`config.mk`:
```
export PLATFORM = sky130hd
export DESIGN_NAME = ps2_keyboard_receiver
export DESIGN_NICKNAME = d
export VERILOG_FILES = /design/src/rtl/ps2_pkg.sv /design/src/rtl/ps2_line_filter.sv /design/src/rtl/ps2_keyboard_receiver.sv
export SDC_FILE = /design/constraint.sdc
export NUM_CORES = 1
export LEC_CHECK = 0
export CAP_MARGIN = 20
export CORE_MARGIN = 8
export CORE_UTILIZATION = 60
export CTS_BUF_LIST = sky130_fd_sc_hd__clkbuf_4
export DETAILED_ROUTE_END_ITERATION = 6
export PLACE_DENSITY = 0.81
export SLEW_MARGIN = 20
export SYNTH_ARGS = -nofsm -noshare
export SYNTH_HDL_FRONTEND = slang
export SYNTH_SLANG_ARGS = --single-unit
```
`constraint.sdc`:
```
create_clock -name Fast_Clock -period 2.85 [get_ports Fast_Clock]
set_input_delay 0.7125 -clock Fast_Clock [delete_from_list [all_inputs] [get_ports Fast_Clock]]
set_output_delay 0.7125 -clock Fast_Clock [all_outputs]
set_load 0.005 [all_outputs]
```
`src/rtl/ps2_pkg.sv`:
```
// Shared types and constants for the PS/2 keyboard receiver.
package ps2_pkg;

    typedef enum logic [1:0] {
        IDLE   = 2'd0,
        SHIFT  = 2'd1,
        PARITY = 2'd2,
        STOP   = 2'd3
    } ps2_state_e;

    localparam logic [7:0]  PS2_BREAK     = 8'hF0;
    localparam logic [7:0]  PS2_EXT       = 8'hE0;
    localparam int unsigned PS2_FRAME_LEN = 11;

    // Odd parity: the data byte together with the parity bit must hold an odd number of ones.
    function automatic logic odd_parity_ok(input logic [7:0] data, input logic par);
        return ^{data, par};
    endfunction

endpackage

```
`src/rtl/ps2_line_filter.sv`:
```
// Two-flop synchroniser followed by a stability filter for one PS/2 line.
// The filtered output only follows the line after it has held a new level
// for FILTER_LEN consecutive cycles. Reset reloads the idle-high level.
module ps2_line_filter #(
    parameter int unsigned FILTER_LEN = 8
) (
    input  logic clk_i,
    input  logic rst_ni,
    input  logic line_i,
    output logic line_o
);

    localparam int unsigned CNT_W = (FILTER_LEN < 2) ? 1 : $clog2(FILTER_LEN);
    localparam logic [CNT_W-1:0] CNT_LAST = CNT_W'(FILTER_LEN - 1);

    logic             sync1_q;
    logic             sync2_q;
    logic             filt_q;
    logic             filt_d;
    logic [CNT_W-1:0] cnt_q;
    logic [CNT_W-1:0] cnt_d;

    // Stability counter: count while the synchronised line differs from the filtered level.
    always_comb begin
        filt_d = filt_q;
        cnt_d  = {CNT_W{1'b0}};
        if (sync2_q != filt_q) begin
            if (cnt_q == CNT_LAST) begin
                filt_d = sync2_q;
                cnt_d  = {CNT_W{1'b0}};
            end else begin
                cnt_d = cnt_q + CNT_W'(1);
            end
        end else begin
            cnt_d = {CNT_W{1'b0}};
        end
    end

    // Synchroniser and filter state registers with synchronous active-low reset.
    always_ff @(posedge clk_i) begin
        if (!rst_ni) begin
            sync1_q <= 1'b1;
            sync2_q <= 1'b1;
            filt_q  <= 1'b1;
            cnt_q   <= {CNT_W{1'b0}};
        end else begin
            sync1_q <= line_i;
            sync2_q <= sync1_q;
            filt_q  <= filt_d;
            cnt_q   <= cnt_d;
        end
    end

    assign line_o = filt_q;

endmodule

```
`src/rtl/ps2_keyboard_receiver.sv`:
```
// PS/2 keyboard receiver: filters the raw pins, deframes 11-bit frames,
// checks parity/stop/timeout and delivers scan-code bytes.
// Optional feature macro: PS2_BREAK_FILTER_EN strips E0/F0 prefixes and
// suppresses break codes so that only make codes are delivered.
module ps2_keyboard_receiver
    import ps2_pkg::*;
#(
    parameter int unsigned FILTER_LEN     = 8,
    parameter int unsigned TIMEOUT_CYCLES = 50000
) (
    input  logic       Fast_Clock,
    input  logic       Reset_N,
    input  logic       PS2_Clk,
    input  logic       PS2_Dat,
    output logic [7:0] Kb_Byte,
    output logic       Kb_Valid,
    output logic       Kb_Ext,
    output logic       Parity_Error,
    output logic       Frame_Error,
    output logic       Busy
);

    localparam int unsigned DATA_BITS = PS2_FRAME_LEN - 3;
    localparam logic [2:0]  BIT_LAST  = 3'(DATA_BITS - 1);
    localparam int unsigned TMO_W     = $clog2(TIMEOUT_CYCLES + 1);
    localparam logic [TMO_W-1:0] TMO_LAST = TMO_W'(TIMEOUT_CYCLES - 1);

    logic clk_filt_s;
    logic dat_filt_s;
    logic strobe_s;

    ps2_state_e       state_q,    state_d;
    logic [2:0]       bit_cnt_q,  bit_cnt_d;
    logic [7:0]       shreg_q,    shreg_d;
    logic             par_q,      par_d;
    logic [TMO_W-1:0] tmo_q,      tmo_d;
    logic             clk_prev_q;
    logic [7:0]       kb_byte_q,  kb_byte_d;
    logic             kb_valid_q, kb_valid_d;
    logic             perr_q,     perr_d;
    logic             ferr_q,     ferr_d;
    logic             busy_q,     busy_d;
`ifdef PS2_BREAK_FILTER_EN
    logic             kb_ext_q,   kb_ext_d;
    logic             ext_pend_q, ext_pend_d;
    logic             brk_pend_q, brk_pend_d;
`endif

    ps2_line_filter #(.FILTER_LEN(FILTER_LEN)) u_clk_filter (
        .clk_i  (Fast_Clock),
        .rst_ni (Reset_N),
        .line_i (PS2_Clk),
        .line_o (clk_filt_s)
    );

    ps2_line_filter #(.FILTER_LEN(FILTER_LEN)) u_dat_filter (
        .clk_i  (Fast_Clock),
        .rst_ni (Reset_N),
        .line_i (PS2_Dat),
        .line_o (dat_filt_s)
    );

    // A falling edge of the filtered clock marks the moment to sample data.
    assign strobe_s = clk_prev_q & ~clk_filt_s;

    // Next-state logic: deframing FSM, timeout, frame checks and prefix handling.
    always_comb begin
        state_d    = state_q;
        bit_cnt_d  = bit_cnt_q;
        shreg_d    = shreg_q;
        par_d      = par_q;
        tmo_d      = {TMO_W{1'b0}};
        kb_byte_d  = kb_byte_q;
        kb_valid_d = 1'b0;
        perr_d     = 1'b0;
        ferr_d     = 1'b0;
`ifdef PS2_BREAK_FILTER_EN
        kb_ext_d   = kb_ext_q;
        ext_pend_d = ext_pend_q;
        brk_pend_d = brk_pend_q;
`endif

        if (strobe_s) begin
            tmo_d = {TMO_W{1'b0}};
        end else if (state_q != IDLE) begin
            tmo_d = tmo_q + TMO_W'(1);
        end else begin
            tmo_d = {TMO_W{1'b0}};
        end

        if ((state_q != IDLE) && !strobe_s && (tmo_q == TMO_LAST)) begin
            // No clock edge for too long: abandon the partial frame.
            state_d   = IDLE;
            bit_cnt_d = 3'd0;
            tmo_d     = {TMO_W{1'b0}};
            ferr_d    = 1'b1;
`ifdef PS2_BREAK_FILTER_EN
            ext_pend_d = 1'b0;
            brk_pend_d = 1'b0;
`endif
        end else begin
            case (state_q)
                IDLE: begin
                    if (strobe_s && !dat_filt_s) begin
                        state_d   = SHIFT;
                        bit_cnt_d = 3'd0;
                    end else begin
                        state_d = IDLE;
                    end
                end
                SHIFT: begin
                    if (strobe_s) begin
                        shreg_d   = {dat_filt_s, shreg_q[7:1]};
                        bit_cnt_d = bit_cnt_q + 3'd1;
                        if (bit_cnt_q == BIT_LAST) begin
                            state_d = PARITY;
                        end else begin
                            state_d = SHIFT;
                        end
                    end else begin
                        state_d = SHIFT;
                    end
                end
                PARITY: begin
                    if (strobe_s) begin
                        par_d   = dat_filt_s;
                        state_d = STOP;
                    end else begin
                        state_d = PARITY;
                    end
                end
                STOP: begin
                    if (strobe_s) begin
                        state_d = IDLE;
                        if (!dat_filt_s) begin
                            ferr_d = 1'b1;
`ifdef PS2_BREAK_FILTER_EN
                            ext_pend_d = 1'b0;
                            brk_pend_d = 1'b0;
`endif
                        end else if (!odd_parity_ok(shreg_q, par_q)) begin
                            perr_d = 1'b1;
`ifdef PS2_BREAK_FILTER_EN
                            ext_pend_d = 1'b0;
                            brk_pend_d = 1'b0;
`endif
                        end else begin
`ifdef PS2_BREAK_FILTER_EN
                            if (shreg_q == PS2_EXT) begin
                                ext_pend_d = 1'b1;
                            end else if (shreg_q == PS2_BREAK) begin
                                brk_pend_d = 1'b1;
                            end else if (brk_pend_q) begin
                                // Released key: drop the code and forget the prefixes.
                                brk_pend_d = 1'b0;
                                ext_pend_d = 1'b0;
                            end else begin
                                kb_byte_d  = shreg_q;
                                kb_valid_d = 1'b1;
                                kb_ext_d   = ext_pend_q;
                                ext_pend_d = 1'b0;
                            end
`else
                            kb_byte_d  = shreg_q;
                            kb_valid_d = 1'b1;
`endif
                        end
                    end else begin
                        state_d = STOP;
                    end
                end
                default: begin
                    state_d = IDLE;
                end
            endcase
        end

        busy_d = (state_d != IDLE);
    end

    // State and output registers with synchronous active-low reset.
    always_ff @(posedge Fast_Clock) begin
        if (!Reset_N) begin
            state_q    <= IDLE;
            bit_cnt_q  <= 3'd0;
            shreg_q    <= 8'h00;
            par_q      <= 1'b0;
            tmo_q      <= {TMO_W{1'b0}};
            clk_prev_q <= 1'b1;
            kb_byte_q  <= 8'h00;
            kb_valid_q <= 1'b0;
            perr_q     <= 1'b0;
            ferr_q     <= 1'b0;
            busy_q     <= 1'b0;
`ifdef PS2_BREAK_FILTER_EN
            kb_ext_q   <= 1'b0;
            ext_pend_q <= 1'b0;
            brk_pend_q <= 1'b0;
`endif
        end else begin
            state_q    <= state_d;
            bit_cnt_q  <= bit_cnt_d;
            shreg_q    <= shreg_d;
            par_q      <= par_d;
            tmo_q      <= tmo_d;
            clk_prev_q <= clk_filt_s;
            kb_byte_q  <= kb_byte_d;
            kb_valid_q <= kb_valid_d;
            perr_q     <= perr_d;
            ferr_q     <= ferr_d;
            busy_q     <= busy_d;
`ifdef PS2_BREAK_FILTER_EN
            kb_ext_q   <= kb_ext_d;
            ext_pend_q <= ext_pend_d;
            brk_pend_q <= brk_pend_d;
`endif
        end
    end

    assign Kb_Byte      = kb_byte_q;
    assign Kb_Valid     = kb_valid_q;
    assign Parity_Error = perr_q;
    assign Frame_Error  = ferr_q;
    assign Busy         = busy_q;
`ifdef PS2_BREAK_FILTER_EN
    assign Kb_Ext       = kb_ext_q;
`else
    assign Kb_Ext       = 1'b0;
`endif

endmodule

```
Word-level counts from Yosys, hierarchy flattened --
Index checks and enable logic that the tools add are counted.
Cells by class: add/sub/neg operators 4, equality and inequality tests 11, multiplexer cells 16, bitwise logic cells 10, reduce and logical (&&, ||, !) cells 21
Operator list (number):
- adder 16 x 1 -> 16 bit (second input constant) | 1
- equality test 16 bit (second input constant) | 1
- adder 3 x 1 -> 3 bit (second input constant) | 3
- equality test 3 bit (second input constant) | 3
- inverter 1 bit | 9
- AND reduction 3 bit | 3
- parity 9 bit | 1
- two-way mux 1 bit | 8
- two-way mux 2 bit | 4
- one-hot mux 2 bit (4 select lines) | 1
- two-way mux 3 bit | 2
- one-hot mux 3 bit (2 select lines) | 1
- nonzero test 2 bit | 3
- OR reduction 3 bit | 2
- AND reduction 5 bit | 1
- OR reduction 5 bit | 1
- equality test 2 bit (second input constant) | 2
- != test 2 bit (second input constant) | 2
- AND reduction 2 bit | 2
- OR reduction 4 bit | 1
- logical AND 1 bit | 3
- equality test 2 x 1 -> 1 bit (second input constant) | 1
- logical NOT 1 bit | 2
- logical NOT 2 bit | 1
- 3 further kinds | 4
Storage, ports and cells: register bits after elaboration 55, bits of input ports 4, output and inout bits 13, logic and storage cells 81

Longest topological paths before layout --
Gate-level depths: netlist of the first run.
depth after elaboration 7, depth in mapped cells 7, gate-level depth less buffers 6

By module --
From an unflattened synthesis of the first run, not the netlist that was laid out.
Unflattened totals: cells, all modules 249, area, all modules 2309.7 um^2
Modules (own cells, without submodules):
- ps2_keyboard_receiver | times used 1, cells an instance 216, area each 1886.8 um^2, sequential area each 860.8 um^2
- ps2_line_filter (u_dat_filter) | times used 1, cells an instance 16, area each 214.0 um^2, sequential area each 120.1 um^2
- ps2_line_filter (u_clk_filter) | times used 1, cells an instance 17, area each 209.0 um^2, sequential area each 120.1 um^2

Worst setup path before layout of the first run --
No wires, ideal clock.
path type input port to flip-flop, from input port Reset_N, to register tmo_q[11], setup time 0.064 ns, arrival time 1.655 ns, required time 2.786 ns, slack 1.131 ns, stages 5, buffers on the path 2, cell sequence clkinv_1 -> or3b_1 -> clkbuf_1 -> buf_2 -> nor2_1
Between the ends: word-level cells in the longest chain between the ends 2
RTL lines:
- start, declared | RTL line ps2_keyboard_receiver.sv:12 | input logic Reset_N,
- inverter 1 bit (no line)
- OR reduction 4 bit (no line)
- end signal, assigned | RTL line ps2_keyboard_receiver.sv:188 | tmo_q <= {TMO_W{1'b0}};
- end signal, assigned | RTL line ps2_keyboard_receiver.sv:205 | tmo_q <= tmo_d;
- end, declared | RTL line ps2_keyboard_receiver.sv:36 | logic [TMO_W-1:0] tmo_q, tmo_d;
No other way between the ends. A chain may end at the register's enable or synchronous reset.

Final worst setup path of the first run --
from register kb_byte_q[0] (netlist: Kb_Byte[0]), to output port Kb_Byte[0]
RTL lines:
- start, declared | RTL line ps2_keyboard_receiver.sv:38 | logic [7:0] kb_byte_q, kb_byte_d;
- start signal, assigned | RTL line ps2_keyboard_receiver.sv:207 | kb_byte_q <= kb_byte_d;
- end, declared | RTL line ps2_keyboard_receiver.sv:15 | output logic [7:0] Kb_Byte,
No word-level cell between the ends.

==> impl_metrics.ini, run 1 <==
[logic_synthesis]
syn_area_mm2 = 0.00230
ys_types = 34
synth_edf_count = 0
synthFlopType = dfxtp_1
yosys.area.top_type_share_pct = 47.9
yosysSeqAreaShare_pct = 47.9
ys_warn_count = 0
yosys.area.top_type = dfxtp_1
synth_nets = 263
synthCells = 252
async_flop_share_pct = 0
synth_area_leaders = dfxtp_1 (48%), nand2_1 (6.9%), xnor2_1 (5.7%), nor2_1 (4.6%), mux2i_1 (4.4%)
ys_ff_latch = 55
avgSynthCellArea_um2 = 9.12

[global_routing]
grt_pass1_wl_um = 6490
top_usage_layer = met2
antenna_found_initial = 0
grtUsageMet2_pct = 20.1
grt_pass1_vias = 1541
met3_usage_pct = 2.88
grtUsageTotal_pct = 12.8
grt_max_degree = 24
grt_overflow = 0
grt_util_met1_pct = 15.4

[clock_network]
cts_buffer_depth = 2
clk_latency_ns = 0.38
numCtsBuffers = 5
cts_tree = yes
postCtsHoldBufs = 0
cts-resized-gates = 0
root_buffer = clkbuf_4
clk_pin_slew_worst_paths_ns = 0.16
cts_max_level = 2
cts_setup_buffers = 0
cts.sinks = 55

[sta]
period_share_pct = 69.8
worst_slack_ns = 0.861
fin_skew_ns = 0.0130
tightestPinTransition_ns = 0.827
hold_viol_final = 0
max-slew-margin-rel_pct = 44.4
grt_setup_unrepaired = false
drv_slew = 0
fin_crit_ns = 1.99
setup_violations = 0
fmax_mhz = 503
fin_tns_setup_ns = 0

[critical_path]
r2r_cells = 5
startpoint_type = register
r2r_slack_ns = 1.02
crit_required_ns = 2.14
r2r-start = tmo_q[0]
cp_data_arrival_time_ns = 1.28
cp_slowest_stage_delay_ns = 0.51
cp_slowest_cell = clkdlybuf4s50_1
endpoint_kind = output pin
crit_family = buffers and inverters
worst_r2r_endpoint = tmo_q[3]
cp_max_fo = 2
crit_chain = clkdlybuf4s50_1
crit_buf_inv = 1
critPathKind = reg2out

[power]
p_leak_nw = 0.865
power.switching_mw = 0.259
p_comb_share_pct = 2.2
power_density_mw_per_mm2 = 455
power_frac_clock_pct = 29.9
pwr-share-seq_pct = 67.9
max-vdd-ir-drop_mv = 0.296
netSwitchingFraction_pct = 22.6
p_int_mw = 0.886
fin_total_pwr_mw = 1.14

[drt]
wirelength_um = 3610
drt_pass1_iterations = 4
ant_nets = 0
via_count = 1636
drc = 0
vias_per_cell = 5.19
dr.first_iter.drc_count = 84
wl_per_cell_um = 11.5

[worst_hold_path]
hold_start = u_dat_filter.sync1_q
holdPathEnd = u_dat_filter.sync2_q
holdPathStages = 1
hold_path.class = reg2reg

[cells_and_area]
final_area_mm2 = 0.00252
diodes = 0
drive_gt1_share_pct = 4.87
post-route-util_pct = 68.7
area_growth_pct = 9.47
fin_nets = 277

[place]
gp_congestion = 0.832
portBuffers = 15
dp_slack_ns = 0.684
dpl_cell_area_mm2 = 0.00245
dpl.hpwl_um = 2660

[die]
initial_core_util_pct = 62.8
rows = 22
core_region_area_mm2 = 0.00366
die_y_um = 77.9
die_w_um = 77.9
pin_count = 17
dieArea_mm2 = 0.00607

[run_status]
outcome = finished clean

[run]
maxCapViolations = 0
kinds of logic after synthesis:
| kind of cell | synth area share (%) |
|---|---|
| and+or+nand+nor | 23.8 |
| DFF | 47.9 |
| AOI/OAI and AO/OA | 5.77 |
| xor gates and xnor gates | 10.1 |
| buffers and inverters | 4.03 |
| muxes | 4.36 |
| adders and majority gates | 3.81 |
| other | 0.163 |
layer usage:
layer	wire length (µm)	up-vias	share of wire [%]
met5	0	-	0
met4	105	0	2.9
met3	172	10	4.8
met2	1630	37	45
met1	1710	726	47
li1	-	863	-
cell usage in the layout, fill, tap and decap left out, types with 2 or more instances in the layout:
cell type	instances
a21oi_1	15
and2_1	4
and3_1	3
buf_4	2
clkbuf_4	5
clkdlybuf4s50_1	15
clkinv_4	2
dfxtp_1	55
ha_1	7
inv_1	5
mux2i_1	10
nand2_1	42
nand2b_1	6
nand3_1	8
nand4_1	6
nor2_1	28
nor3_1	7
nor3b_1	2
nor4_1	2
nor4bb_1	2
o21ai_0	7
xnor2_1	15
xor2_1	7
sequential cells by signal (all words and copies together), names as in the netlist:
register              count
clk_prev_q                1
u_dat_filter.sync1_q      1
Kb_Valid                  1
bit_cnt_q                 3
u_clk_filter.sync1_q      1
u_clk_filter.sync2_q      1
shreg_q                   8
Frame_Error               1
u_clk_filter.cnt_q        3
Parity_Error              1
u_dat_filter.sync2_q      1
u_dat_filter.cnt_q        3
state_q                   2
par_q                     1
Busy                      1
Kb_Byte                   8
tmo_q                    16
u_clk_filter.line_o       1
u_dat_filter.line_o       1
power by group through the flow:
| stage | clock network, mW | registers (mW) | logic [mW] |
|---|---|---|---|
| after floorplan | 0 | 0.793 | 0.0166 |
| after global placement | 0 | 0.793 | 0.0258 |
| after detailed placement | 0 | 0.793 | 0.0260 |
| after CTS | 0.355 | 0.777 | 0.0261 |
| after global routing | 0.382 | 0.778 | 0.0291 |
| final | 0.342 | 0.777 | 0.0257 |
cells in the mapped netlist (3+ instances only):
library cell,count
nor3_1,7
xnor2_1,15
ha_1,7
mux2i_1,10
nand3_1,8
nand2_1,42
clkbuf_1,3
nand2b_1,6
inv_1,5
and2_1,4
dfxtp_1,55
xor2_1,7
nand4_1,6
o21ai_0,7
nor2_1,28
and3_1,3
buf_6,3
a21oi_1,15
stage by stage:
stage / instances / hold WS, ns
finish: 315 / 0.426
global route: 315 / 0.444
CTS: 315 / 0.429
detailed placement: 307 / 0.392
global placement: 307 / 0.388
floorplan: 252 / 0.386
how the worst max path moves through the flow:
stage / start / end / slack, ns / cells past startpoint
6_report: Kb_Byte[0] / Kb_Byte[0] / 0.86 / 1
3_5_place_dp: Reset_N / tmo_q[8] / 0.68 / 4
4_1_cts: Kb_Byte[0] / Kb_Byte[0] / 0.84 / 1
5_1_grt: Kb_Byte[0] / Kb_Byte[0] / 0.80 / 1
2_1_floorplan: Reset_N / tmo_q[11] / 1.13 / 5
3_3_place_gp: Reset_N / tmo_q[7] / 0.74 / 4
cell type report:
class / instances / area [µm²]
multi-input combinational: 181 / 1100
tap: 48 / 60.1
inverter: 6 / 22.5
timing repair buffer: 17 / 165
fill: 303 / 1140
clock inverter: 3 / 25.0
clock buffer: 5 / 37.5
sequential: 55 / 1100
Power figures use the tool's default switching activity.
==> run 2: changes to the inputs <==
--- a/config.mk
+++ b/config.mk
@@ -7,10 +7,10 @@
 export LEC_CHECK = 0
 export CAP_MARGIN = 20
 export CORE_MARGIN = 8
-export CORE_UTILIZATION = 60
+export CORE_UTILIZATION = 54
 export CTS_BUF_LIST = sky130_fd_sc_hd__clkbuf_4
 export DETAILED_ROUTE_END_ITERATION = 6
-export PLACE_DENSITY = 0.81
+export PLACE_DENSITY = 0.77
 export SLEW_MARGIN = 20
 export SYNTH_ARGS = -nofsm -noshare
 export SYNTH_HDL_FRONTEND = slang
==> constraint.sdc (replaced) <==
create_clock -name Fast_Clock -period 1.8 [get_ports Fast_Clock]
set_input_delay 0.45 -clock Fast_Clock [delete_from_list [all_inputs] [get_ports Fast_Clock]]
set_output_delay 0.45 -clock Fast_Clock [all_outputs]
set_load 0.005 [all_outputs]
==> run 2 against run 1 <==
Effect of this change:
- combinational power up 60%
- clock-buffer cell count up 1
- die area up 8.8%
- clock skew down 0.0037 ns
- critical endpoint is now Kb_Byte[3]
==> impl_metrics.ini, run 2 (same netlist as run 1, synthesis figures left out) <==
[run_status]
outcome = finished clean

[sta]
hold_viol_final = 0
fin_tns_setup_ns = 0
period_share_pct = 95.1
fmax_mhz = 584
setup_violations = 0
drv_slew = 0
fin_skew_ns = 0.00932
fin_crit_ns = 1.71

[power]
power.switching_mw = 0.384
pwr-share-seq_pct = 68.7
power_frac_clock_pct = 29.0
max-vdd-ir-drop_mv = 0.414
netSwitchingFraction_pct = 21.5
p_comb_share_pct = 2.3
p_int_mw = 1.41
power_density_mw_per_mm2 = 695
p_leak_nw = 0.898

[die]
die_y_um = 81.2
initial_core_util_pct = 56.6
die_w_um = 81.2
dieArea_mm2 = 0.00660
rows = 23
pin_count = 17
core_region_area_mm2 = 0.00406

[global_routing]
grtUsageTotal_pct = 13.3
grt_max_degree = 24
grt_pass1_wl_um = 6870
grt_pass1_vias = 1597
antenna_found_initial = 0
grt_overflow = 0

[place]
dpl_cell_area_mm2 = 0.00249
dpl.hpwl_um = 2740
post-place-cells = 314
portBuffers = 15
gp_congestion = 0.816

[drt]
drc = 0
ant_nets = 0
dr.first_iter.drc_count = 93
via_count = 1652
wl_per_cell_um = 12.1
vias_per_cell = 5.10
wirelength_um = 3930
drt_pass1_iterations = 4

[clock_network]
cts_max_level = 2
numCtsBuffers = 5
cts_buffer_depth = 2
cts.sinks = 55
postCtsHoldBufs = 0
root_buffer = clkbuf_4
clk_latency_ns = 0.37
clk_pin_slew_worst_paths_ns = 0.14
cts_tree = yes

[critical_path]
crit_required_ns = 2.11
r2r-start = shreg_q[5]
r2r_cells = 5
worst_r2r_endpoint = Kb_Byte[3]
cp_max_fo = 7
r2r_slack_ns = 0.09
cp_data_arrival_time_ns = 2.02
critPathKind = reg2reg
endpoint_kind = register
startpoint_type = register

[cells_and_area]
final_common_cell = dfxtp_1
fin_nets = 284
largest_register_ffs = 16
stdcell_count = 324
area_growth_pct = 12.0
diodes = 0
largest-register = tmo_q
final_area_mm2 = 0.00257
final_cell_mix = dfxtp_1 (51), nand2_1 (42), nor2_1 (28)
drive_gt1_share_pct = 8.39

[run]
maxCapViolations = 0

[worst_hold_path]
hold_path.class = reg2reg
holdPathStages = 1
holdPathEnd = u_dat_filter.sync2_q
hold_start = u_dat_filter.sync1_q
[run 2: per-layer routing]
metal | vias to the layer above | part of all wire [%] | GRT usage [%]
li1 | 873 | - | -
met1 | 744 | 49 | 15.6
met2 | 27 | 45 | 21.3
met3 | 8 | 3.9 | 3.75
met4 | 0 | 2.4 | 7.68
met5 | - | 0 | 0
[run 2: power by group through the flow]
stage                     Combinational [mW]  Clock, mW  Sequential [mW]
after floorplan                       0.0262          0             1.26
after global placement                0.0413          0             1.26
after detailed placement              0.0413          0             1.26
after CTS                             0.0416      0.543             1.23
after global routing                  0.0467      0.590             1.23
final                                 0.0412      0.520             1.23
[run 2: through the flow]
stage | worst slack [ns] | hold WS [ns] | power, mW | util (%)
CTS | 0.0423 | 0.427 | 1.81 | 62.8
global route | -0.00408 | 0.456 | 1.87 | 63.4
floorplan | 0.154 | 0.386 | 1.28 | -
global placement | 0.0775 | 0.394 | 1.30 | 61.5
detailed placement | 0.0195 | 0.398 | 1.30 | 61.5
finish | 0.0886 | 0.423 | 1.79 | 63.4
[run 2: worst max-delay path by stage]
| stage | cells past startpoint | startpoint | slack [ns] | endpoint |
|---|---|---|---|---|
| after CTS | 5 | shreg_q[1] | 0.04 | Kb_Byte[3] |
| final | 5 | shreg_q[5] | 0.09 | Kb_Byte[3] |
| after floorplan | 7 | tmo_q[0] | 0.15 | tmo_q[11] |
| after detailed placement | 5 | Reset_N | 0.02 | tmo_q[8] |
| after global routing | 5 | shreg_q[5] | -0.004 | Kb_Byte[4] |
| after global placement | 5 | Reset_N | 0.08 | tmo_q[14] |
[run 2: repair_timing]
item,in CTS,in global routing
setup endpoints to repair,0,14
setup buffers,0,2
gates resized for setup,0,6
[run 2: critical path, cell delays in order (launching register included)]
cell and delay (ns):
dfxtp_1 0.42, xnor2_1 0.10, xnor2_1 0.26, xnor3_2 0.46
nor2_8 0.20, mux2i_1 0.21
[run 2: layout make-up]
cell class / instances / area, µm²
clock buffers: 6 / 45.0
clock inverters: 2 / 7.51
fillers: 344 / 1480
multi-input cells: 181 / 1110
inverters: 6 / 22.5
repair buffers: 24 / 218
flip-flops and latches: 55 / 1110
well taps: 50 / 62.6
==> run 3: changes to the inputs <==
--- a/config.mk
+++ b/config.mk
@@ -7,10 +7,10 @@
 export LEC_CHECK = 0
 export CAP_MARGIN = 20
 export CORE_MARGIN = 8
-export CORE_UTILIZATION = 54
+export CORE_UTILIZATION = 60
 export CTS_BUF_LIST = sky130_fd_sc_hd__clkbuf_4
 export DETAILED_ROUTE_END_ITERATION = 6
-export PLACE_DENSITY = 0.77
+export PLACE_DENSITY = 0.81
 export SLEW_MARGIN = 20
 export SYNTH_ARGS = -nofsm -noshare
 export SYNTH_HDL_FRONTEND = slang
==> constraint.sdc (replaced) <==
create_clock -name Fast_Clock -period 1.6 [get_ports Fast_Clock]
set_input_delay 0.4 -clock Fast_Clock [delete_from_list [all_inputs] [get_ports Fast_Clock]]
set_output_delay 0.4 -clock Fast_Clock [all_outputs]
set_load 0.005 [all_outputs]
==> run 3 against run 2 <==
Effect of this change:
- the flow now finishes with violations (setup timing)
- clock power rose by 78%
- fmax rose by 6.8%
- combinational power rose by 28%
- first-iteration DRC count rose by 7.5%
- die area fell by 8.1%
- utilization rose by 13 points
- critical path depth did not move
- clock-buffer cell count fell by 1
- critical path type unchanged
- critical endpoint is now Kb_Byte[5]
==> impl_metrics.ini, run 3 (same netlist as run 1, synthesis figures left out) <==
[sta]
fin_crit_ns = 1.60
worst_slack_ns = -0.00299
drv_slew = 0
fmax_mhz = 624
fin_tns_setup_ns = -0.00299
period_share_pct = 100
fin_skew_ns = 0.00871
grt_setup_unrepaired = true
setup_violations = 1
hold_viol_final = 0
whs_ns = 0.437

[clock_network]
cts_buffer_depth = 2
cts_max_level = 2
clk_pin_slew_worst_paths_ns = 0.16
cts.sinks = 55
root_buffer = clkbuf_4
postCtsHoldBufs = 0
numCtsBuffers = 5
clk_latency_ns = 0.38
cts_tree = yes

[power]
p_int_mw = 1.89
max-vdd-ir-drop_mv = 1.23
pwr-share-seq_pct = 58.6
netSwitchingFraction_pct = 19.9
p_leak_nw = 1.08
p_comb_share_pct = 2.2
fin_total_pwr_mw = 2.36
power_density_mw_per_mm2 = 841
power.switching_mw = 0.469
power_frac_clock_pct = 39.1

[global_routing]
grt_pass1_vias = 1653
antenna_found_initial = 0
grt_pass1_wl_um = 7160
grt_max_degree = 23
grtUsageTotal_pct = 14.5
grt_overflow = 0

[cells_and_area]
fin_nets = 303
drive_gt1_share_pct = 22.2
largest-register = tmo_q
largest_register_ffs = 16
final_area_mm2 = 0.00280
area_growth_pct = 22.0
final_cell_mix = nand2_1 (42), dfxtp_1 (38), buf_4 (28)
post-route-util_pct = 76.6
diodes = 0
stdcell_count = 341
final_common_cell = nand2_1

[critical_path]
crit_required_ns = 1.91
path_common_cell = xnor2_2
cp_slowest_stage_delay_ns = 0.42
endpoint_kind = register
critPathKind = reg2reg
cp_data_arrival_time_ns = 1.92
crit_family = XOR/XNOR gates
crit_chain = xnor2_2 > xnor2_2 > xnor3_2 > nor2_8 > mux2i_1
cp_max_fo = 7
startpoint_type = register
cp_slowest_cell = xnor3_2
crit_buf_inv = 0

[run_status]
outcome = complete, but fails checks
violations = setup timing

[die]
core_region_area_mm2 = 0.00366
die_y_um = 77.9
initial_core_util_pct = 62.8
rows = 22
dieArea_mm2 = 0.00607
die_w_um = 77.9
pin_count = 17

[place]
dp_slack_ns = -0.158
gp_congestion = 0.844
post-place-cells = 330
dpl_cell_area_mm2 = 0.00263
portBuffers = 15
dpl.hpwl_um = 2830

[drt]
drt_pass1_iterations = 4
via_count = 1782
wirelength_um = 4200
dr.first_iter.drc_count = 100
drc = 0
wl_per_cell_um = 12.3
vias_per_cell = 5.23
ant_nets = 0

[worst_hold_path]
hold_path.class = reg2reg

[run]
maxCapViolations = 0
[run 3: final cells by class]
type                       instances  area [µm²]
clock buffer                       5        37.5
clock inverter                     3        67.6
fill                             258         857
inverter                           6        22.5
multi-input combinational        181        1150
sequential                        55        1120
tap                               48        60.1
timing repair buffer              43         345
[run 3: worst paths after layout]
check                                          start              endpoint  slack (ns)  cells after the start
worst max-delay path                      shreg_q[0]            Kb_Byte[5]      -0.003                      5
worst min-delay path            u_dat_filter.sync1_q  u_dat_filter.sync2_q        0.44                      1
worst max register to register            shreg_q[0]            Kb_Byte[5]      -0.003                      5
worst min register to register  u_dat_filter.sync1_q  u_dat_filter.sync2_q        0.44                      1
[run 3: metal layers]
layer / vias to the layer above / global-route usage (%) / part of all wire [%]
met5: - / 0 / 0
met4: 0 / 7.78 / 1.8
met2: 38 / 22.7 / 46
met3: 9 / 5.18 / 5.4
met1: 820 / 17.0 / 47
li1: 915 / - / -
[run 3: power by group through the flow]
stage / clock, mW / sequential, mW / combinational, mW
after floorplan: 0 / 1.41 / 0.0295
final: 0.924 / 1.38 / 0.0529
after CTS: 0.939 / 1.38 / 0.0517
after detailed placement: 0 / 1.41 / 0.0491
after global routing: 0.997 / 1.38 / 0.0591
after global placement: 0 / 1.41 / 0.0484
[run 3: what timing repair did]
action	4_1_cts	5_1_grt
pin swaps	2	4
setup endpoints to repair	25	30
gates resized for setup	26	13
buffers inserted	2	2
cloned	0	0
==> patch (settings of run 1) <==
The parameter `TIMEOUT_CYCLES` goes from 50000 to 200000.
--- a/src/rtl/ps2_keyboard_receiver.sv
+++ b/src/rtl/ps2_keyboard_receiver.sv
@@ -6,7 +6,7 @@
     import ps2_pkg::*;
 #(
     parameter int unsigned FILTER_LEN     = 8,
-    parameter int unsigned TIMEOUT_CYCLES = 50000
+    parameter int unsigned TIMEOUT_CYCLES = 200000
 ) (
     input  logic       Fast_Clock,
     input  logic       Reset_N,
Function: no difference found for any inputs over 10 cycles, from zero or initial values and one cycle with Reset_N low; that may be too few to reach the edited logic, so the function may still have changed.
==> patch against run 1 <==
  * Fmax is 5.2% lower
  * Power is 13% higher
  * Die area is 3.8% higher
  * Sequential power is 3.3% higher
  * Final area is 6.9% higher
  * Routed wire length is 18% higher
  * Worst setup slack worse by 110 ps
  * Synthesized area is 4.8% higher
  * Sequential cell count is 2 higher
  * Critical path type is now register to register
==> patch: results (changes against run 1) <==
<table>
<tr><th>Metric</th><th>Value</th></tr>
<tr><th colspan="2">Clocking</th></tr>
<tr><td>H-tree levels</td><td>3 (+1)</td></tr>
<tr><td>Total clock buffers created by CTS</td><td>9 (+4)</td></tr>
<tr><td>Clock slew at reported path FFs</td><td>90 ps (-70 ps)</td></tr>
<tr><th colspan="2">Drt</th></tr>
<tr><td>Via-per-instance ratio</td><td>5.38 (+3.6%)</td></tr>
<tr><th colspan="2">Placed design</th></tr>
<tr><td>Post-DP HPWL</td><td>2990 um (+12%)</td></tr>
<tr><td>Instance area at placement</td><td>0.00258 sq mm (+5.4%)</td></tr>
<tr><th colspan="2">Logic synthesis</th></tr>
<tr><td>Post-synthesis compound-gate area fraction</td><td>5.87% (+0.097 points)</td></tr>
<tr><td>Sequential area share after synthesis</td><td>47.4% (-0.55 points)</td></tr>
<tr><td>Proportion of synthesized area in mux cells</td><td>3.74% (-0.62 points)</td></tr>
<tr><td>Synthesized net count</td><td>273 (+3.8%)</td></tr>
<tr><td>Leading cell types by total area after synthesis</td><td>sky130_fd_sc_hd__dfxtp_1 (47%), sky130_fd_sc_hd__nand2_1 (7.2%), sky130_fd_sc_hd__xnor2_1 (5.5%)</td></tr>
<tr><th colspan="2">GRT</th></tr>
<tr><td>Via count of the first global-routing pass</td><td>1692 (+9.8%)</td></tr>
<tr><th colspan="2">Pwr</th></tr>
<tr><td>Maximum VDD drop</td><td>0.270 mV (-8.9%)</td></tr>
<tr><td>Switching pwr</td><td>0.000293 W (+13%)</td></tr>
<tr><td>Clock network fraction of total power</td><td>35.9% (+6.0 points)</td></tr>
<tr><th colspan="2">Final layout</th></tr>
<tr><td>Share of post-route cells with drive strength above 1</td><td>8.42% (+3.6 points)</td></tr>
<tr><td>Number of flip-flops in the largest register</td><td>18 (+2)</td></tr>
<tr><th colspan="2">Worst setup path</th></tr>
<tr><td>Data arrival time at the worst-slack endpoint</td><td>2380 ps (+1100 ps)</td></tr>
<tr><td>Critical path peak fanout</td><td>5 (+3)</td></tr>
<tr><td>Standard cell with the maximum stage delay on the critical path</td><td>sky130_fd_sc_hd__nor4_1</td></tr>
<tr><td>CP endpoint kind</td><td>register</td></tr>
<tr><td>Top delay family on crit path</td><td>simple AND/OR/NAND/NOR gates</td></tr>
<tr><td>Max incr delay on CP</td><td>700 ps (+190 ps)</td></tr>
<tr><th colspan="2">Outcome</th></tr>
<tr><td>Result of the run</td><td>completed</td></tr>
<tr><th colspan="2">Timing</th></tr>
<tr><td>Slew at the pin closest to its max-slew limit</td><td>791 ps (-36.4 ps)</td></tr>
</table>
==> patch: final timing paths <==
path                         from                   end  slack [ps]  cells after the start
min reg2reg  u_dat_filter.sync1_q  u_dat_filter.sync2_q         410                      1
max                      tmo_q[0]          bit_cnt_q[1]         750                      6
min          u_dat_filter.sync1_q  u_dat_filter.sync2_q         410                      1
max reg2reg              tmo_q[0]          bit_cnt_q[1]         750                      6
==> patch: layer usage <==
metal / share of wire [%] / up-vias / global-route usage (%)
li1: - / 918 / -
met1: 47 / 854 / 16.6
met2: 48 / 22 / 23.3
met3: 3.3 / 8 / 5.97
met4: 1.7 / 0 / 8.33
met5: 0 / - / 0
==> patch: area by class of cell <==
class                      instances  area (sq um)
fill                             335          1250
multi-input combinational        192          1210
sequential                        57          1140
timing repair buffer              16           158
clock buffer                      11          82.6
tap                               50          62.6
clock inverter                     5          22.5
inverter                           4          15.0
